[config.mk]
export PLATFORM = sky130hd
export DESIGN_NAME = qam_tx_frame_ctrl
export DESIGN_NICKNAME = d
export VERILOG_FILES = /design/src/rtl/qam_tx_frame_ctrl.sv
export SDC_FILE = /design/constraint.sdc
export NUM_CORES = 1
export LEC_CHECK = 0
export CAP_MARGIN = 20
export CELL_PAD_IN_SITES_DETAIL_PLACEMENT = 0
export CELL_PAD_IN_SITES_GLOBAL_PLACEMENT = 2
export CORE_MARGIN = 2
export CORE_UTILIZATION = 35
export DETAILED_ROUTE_END_ITERATION = 7
export HOLD_SLACK_MARGIN = 0.02
export PLACE_DENSITY = 0.85
export SLEW_MARGIN = 10
export SYNTH_ARGS = -nofsm -noshare
export SYNTH_HDL_FRONTEND = slang
export SYNTH_SLANG_ARGS = --single-unit
[constraint.sdc]
create_clock -name clk -period 6.5 [get_ports clk]
set_input_delay 1.3 -clock clk [delete_from_list [all_inputs] [get_ports clk]]
set_output_delay 1.3 -clock clk [all_outputs]
set_load 0.02 [all_outputs]
[src/rtl/qam_tx_frame_ctrl.sv]
// qam_tx_frame_ctrl
// Frame sequencer for the 16-QAM transmitter. Sits between the serial_2_parallel symbol packer
// and the mapper and emits frames of PREAMBLE, PAYLOAD, GUARD.
//
// Ports:
//   clk            clock, all logic on the rising edge
//   rst            synchronous active-high reset
//   start          level request to send a frame
//   sym_in         packed 4-bit symbol from serial_2_parallel
//   sym_valid      sym_in valid, single-cycle pulse
//   src_enable     enable to data_generator / serial_2_parallel (high during PAYLOAD)
//   sym_out        symbol to mapper
//   sym_out_valid  sym_out valid, single-cycle pulse
//   frame_sof      pulses with the first preamble symbol
//   frame_eof      pulses with the last payload symbol
//   busy           high in every state except IDLE
//   overrun        sticky flag: sym_valid seen outside PAYLOAD
//
// All outputs are registered; each output register is loaded from the next-state values so
// that an output reflects the state the FSM occupies during that same cycle.

module qam_tx_frame_ctrl #(
    parameter int unsigned PREAMBLE_LEN = 8,
    parameter int unsigned PAYLOAD_LEN  = 64,
    parameter int unsigned GUARD_LEN    = 4,
    parameter int unsigned SYM_PERIOD   = 32,
    parameter logic [3:0]  PRE_SYM_A    = 4'b0011,
    parameter logic [3:0]  PRE_SYM_B    = 4'b1100
) (
    input  logic       clk,
    input  logic       rst,
    input  logic       start,
    input  logic [3:0] sym_in,
    input  logic       sym_valid,
    output logic       src_enable,
    output logic [3:0] sym_out,
    output logic       sym_out_valid,
    output logic       frame_sof,
    output logic       frame_eof,
    output logic       busy,
    output logic       overrun
);

    localparam int unsigned GUARD_CYC = GUARD_LEN * SYM_PERIOD;
    // One counter serves both the preamble symbol period and the guard interval.
    localparam int unsigned CW = $clog2(GUARD_CYC);
    // k must reach PREAMBLE_LEN in PREAMBLE and PAYLOAD_LEN-1 in PAYLOAD.
    localparam int unsigned K_LIM = (PREAMBLE_LEN + 1 > PAYLOAD_LEN) ? PREAMBLE_LEN + 1
                                                                      : PAYLOAD_LEN;
    localparam int unsigned KW = $clog2(K_LIM);

    localparam logic [CW-1:0] CTR_SYM_LAST   = CW'(SYM_PERIOD - 1);
    localparam logic [CW-1:0] CTR_GUARD_LAST = CW'(GUARD_CYC - 1);
    localparam logic [KW-1:0] K_PRE_END      = KW'(PREAMBLE_LEN);
    localparam logic [KW-1:0] K_PAY_LAST     = KW'(PAYLOAD_LEN - 1);

    localparam logic [1:0] StIdle     = 2'd0;
    localparam logic [1:0] StPreamble = 2'd1;
    localparam logic [1:0] StPayload  = 2'd2;
    localparam logic [1:0] StGuard    = 2'd3;

    logic [1:0]    state_q, state_d;
    logic [CW-1:0] ctr_q, ctr_d;
    logic [KW-1:0] k_q, k_d;

    logic       src_enable_d;
    logic [3:0] sym_out_d;
    logic       sym_out_valid_d;
    logic       frame_sof_d;
    logic       frame_eof_d;
    logic       busy_d;
    logic       overrun_d;

    always_comb begin
        state_d         = state_q;
        ctr_d           = ctr_q;
        k_d             = k_q;
        sym_out_d       = sym_out;
        sym_out_valid_d = 1'b0;
        frame_sof_d     = 1'b0;
        frame_eof_d     = 1'b0;
        overrun_d       = overrun;

        case (state_q)
            StIdle: begin
                if (start) begin
                    state_d   = StPreamble;
                    ctr_d     = '0;
                    k_d       = '0;
                    overrun_d = 1'b0;
                end
            end
            StPreamble: begin
                // k advances after the cycle that emitted symbol k.
                if (ctr_q == '0) begin
                    k_d = k_q + 1'b1;
                end
                if (ctr_q == CTR_SYM_LAST) begin
                    ctr_d = '0;
                    if (k_q == K_PRE_END) begin
                        state_d = StPayload;
                        k_d     = '0;
                    end
                end else begin
                    ctr_d = ctr_q + 1'b1;
                end
            end
            StPayload: begin
                if (sym_valid) begin
                    sym_out_d       = sym_in;
                    sym_out_valid_d = 1'b1;
                    if (k_q == K_PAY_LAST) begin
                        // The eof cycle is the first guard cycle.
                        frame_eof_d = 1'b1;
                        state_d     = StGuard;
                        ctr_d       = '0;
                    end else begin
                        k_d = k_q + 1'b1;
                    end
                end
            end
            StGuard: begin
                sym_out_d = 4'h0;
                if (ctr_q == CTR_GUARD_LAST) begin
                    if (start) begin
                        state_d   = StPreamble;
                        ctr_d     = '0;
                        k_d       = '0;
                        overrun_d = 1'b0;
                    end else begin
                        state_d = StIdle;
                    end
                end else begin
                    ctr_d = ctr_q + 1'b1;
                end
            end
            default: state_d = StIdle;
        endcase

        // A stray symbol wins over the clear from a simultaneous frame start.
        if (sym_valid && (state_q != StPayload)) begin
            overrun_d = 1'b1;
        end

        if ((state_d == StPreamble) && (ctr_d == '0)) begin
            sym_out_d       = k_d[0] ? PRE_SYM_B : PRE_SYM_A;
            sym_out_valid_d = 1'b1;
            frame_sof_d     = (k_d == '0);
        end

        src_enable_d = (state_d == StPayload);
        busy_d       = (state_d != StIdle);
    end

    always_ff @(posedge clk) begin
        if (rst) begin
            state_q       <= StIdle;
            ctr_q         <= '0;
            k_q           <= '0;
            src_enable    <= 1'b0;
            sym_out       <= 4'h0;
            sym_out_valid <= 1'b0;
            frame_sof     <= 1'b0;
            frame_eof     <= 1'b0;
            busy          <= 1'b0;
            overrun       <= 1'b0;
        end else begin
            state_q       <= state_d;
            ctr_q         <= ctr_d;
            k_q           <= k_d;
            src_enable    <= src_enable_d;
            sym_out       <= sym_out_d;
            sym_out_valid <= sym_out_valid_d;
            frame_sof     <= frame_sof_d;
            frame_eof     <= frame_eof_d;
            busy          <= busy_d;
            overrun       <= overrun_d;
        end
    end

endmodule

==> out/qor.csv <==
stage;metric;value;unit
yosys;post-synthesis xor/xnor area fraction;0.0161;
yosys;Compound-Gate Fraction of Synth Area;0.262;
finish;# nets final;215;
critical_path;CP required;6670;ps
yosys;Syn Nets;207;
sta;fin. max-slew vios;0;
critical_path;Critical Path Source Type;primary input;
global_route;initial antenna violation count;0;
yosys;Synth Register Bits;25;
yosys;Post-synth ARST share;0;
sta;final hold vios;0;
sta;f_max;292;MHz
clocking;Post-CTS Resized;0;
finish;commonest non-fill, non-tap cells in the layout;dfxtp_1 (25), nor2_1 (17), a21oi_1 (17), clkdlybuf4s50_1 (17), nand2_1 (12);
yosys;Synth Flop Type;dfxtp_1;
finish;synthesis-to-layout area growth;13.5;%
sta;RSZ-0062 raised after global routing;no;
finish;n_diodes;0;
yosys;post-synthesis mux area share;0.0314;
sta;slew margin rel.;0.388;
critical_path;CP top delay family;compound AO/OA/AOI/OAI gates;
power;peak supply drop;0.0838;mV
clocking;CTS Buffer Depth;2;
global_route;global route overflow;0;
detailed_routing;final WL;4070;um
detailed_routing;Routed Antenna Nets;0;
clocking;Post-CTS Setup Bufs;0;
critical_path;CP Capture Type;flip-flop;
die;Die W;72.3;um
detailed_routing;DRC;0;
critical_path;CP peak stage delay;670;ps
sta;worst slew pin tran;915;ps
yosys;cells after synthesis;195;
yosys;Synth cell types;55;
global_route;vias in the first global route;1491;
yosys;EDFF count, synth;0;
finish;layout cell share with drive strength beyond 1;0.0842;
yosys;Mapped Area;0.00163;mm2
yosys;syn_area_per_cell;8.37;um2
detailed_routing;drt initial violations;99;
finish;layout filler cell count;442;
critical_path;Critical Path AT;3590;ps
global_route;global-route wire length before repair;7070;um
sta;Worst Skew;2.02;ps
power;total power;329;uW
global_route;Total Routing Usage GR;0.169;
yosys;Seq/Total Area, Yosys;0.307;
placement;GP Congestion;0.790;
placement;pre-CTS setup slack;2770;ps
yosys;Ys Warns;0;
detailed_routing;drt first pass iters;4;
clocking;Hold-fix buffers, CTS;0;
clocking;clock latency on the worst-skew pair;270;ps
clocking;Worst-path clk slew;90;ps
power;leakage power;0.679;nW
detailed_routing;Avg Vias per Cell;6.00;
die;die height;72.3;um
critical_path;worst path bufs/invs;1;
clocking;H-tree levels;1;
worst_hold_path;worst hold path class;reg -> reg;
sta;post-layout minimum cycle time;3420;ps
clocking;CTS buffer count;3;
sta;final period utilization;0.526;
placement;DP HPWL;3000;um
clocking;root buf cell;clkbuf_8;
critical_path;Crit Path Class;in -> reg;
die;CORE AREA;0.00441;mm2
critical_path;crit path max fanout;11;
status;status;completed;
die;# rows;24;
placement;Port Buf Inserts;17;
power;Power Dens Cells;177;mW/mm2
sta;setup violators final;0;
die;# IOs;18;
yosys;simple logic cell fraction of the synthesized area;0.302;
sta;Setup TNS Final;0;ps
critical_path;worst path cell trace;clkdlybuf4s50_1, nand2_1, o31a_1, o22a_4, a2111oi_4, nand3_4, mux2_4;
critical_path;Crit-path slowest cell;clkdlybuf4s50_1;
run;total of max-cap violations;0;
finish;commonest non-fill, non-tap cell in the layout;dfxtp_1;
die;Die Footprint;0.00522;mm2
clocking;CTS sink cnt;25;
die;Starting Density;0.370;
sta;final worst slack;3080;ps
detailed_routing;Via Count;1525;
detailed_routing;average wire per standard cell;16.0;um
clocking;CTS tree;yes;
yosys;largest family of logic cells by synthesized area;simple AND/OR/NAND/NOR gates;
finish;Util after Layout;0.420;
global_route;largest net degree at the start of global routing;24;
sta;WHS;517;ps
yosys;area share of fa/ha/maj cells after synthesis;0.0307;
## cells by family after synthesis
kind of cell / count (synthesis)
adders and majority gates: 4
muxes: 4
xor gates and xnor gates: 3
and+or+nand+nor: 80
AOI/OAI and AO/OA: 59
buffers and inverters: 20
DFF: 25
## registers in the layout (all words and copies together), names as in the netlist
register,cells
frame_sof,1
frame_eof,1
k_q,6
ctr_q,7
state_q,2
overrun,1
busy,1
src_enable,1
sym_out,4
sym_out_valid,1
## worst reg2reg max path, delay by kind of cell (launching register included)
family             cells  cell delay, ps
AOI/OAI and AO/OA      2             380
DFF                    1             760
and+or+nand+nor        2             710
muxes                  2             670
## Yosys cell counts (all sizes together), types with 3 or more instances
library cell  number  share of area
a21oi             17          0.052
a22oi              5          0.023
and3               6          0.023
and4               3          0.016
buf                8          0.024
clkbuf             6          0.014
dfxtp             25           0.31
ha                 4          0.031
inv                6          0.014
mux2               3          0.025
nand2             12          0.028
nand2b             4          0.015
nand3              7          0.029
nand4              4          0.025
nor2              17          0.039
nor2b              6          0.023
nor3               4          0.012
nor4               3          0.012
nor4b              4          0.033
o211ai             4          0.018
o21ai             10          0.031
## final timing paths
check | startpoint | end | slack [ps] | cells after the start
max reg2reg | state_q[0] | sym_out[2] | 3880 | 6
min reg2reg | ctr_q[1] | ctr_q[1] | 520 | 2
max | sym_valid | sym_out[2] | 3080 | 7
min | ctr_q[1] | ctr_q[1] | 520 | 2
## where the power goes
part / internal, mW / leakage, nW / switching, mW
Clock: 0.0430 / 0.0255 / 0.0541
Combinational: 0.0313 / 0.450 / 0.0338
Sequential: 0.160 / 0.204 / 0.00642
## stage by stage
stage	instance area (um2)	instances
after floorplan	1630	195
after global placement	1810	250
after detailed placement	1810	250
after CTS	1850	254
after global routing	1850	254
final	1850	254
## layout make-up
| class | instances | area [um2] | area share |
|---|---|---|---|
| clock buffers | 3 | 41.3 | 0.0223 |
| repair buffers | 17 | 170 | 0.0919 |
| flip-flops and latches | 25 | 500 | 0.270 |
| inverters | 6 | 22.5 | 0.0122 |
| multi-input cells | 150 | 1050 | 0.566 |
| well taps | 52 | 65.1 | 0.0351 |
| clock inverters | 1 | 5.00 | 0.00270 |
## metal layers
metal,global-route usage,share of wire,up-vias
li1,-,-,747
met4,0.0398,0.0098,0
met5,0,0,-
met3,0.0181,0.057,4
met2,0.281,0.47,51
met1,0.234,0.46,723
No activity file was read; power rests on OpenSTA's default activity.
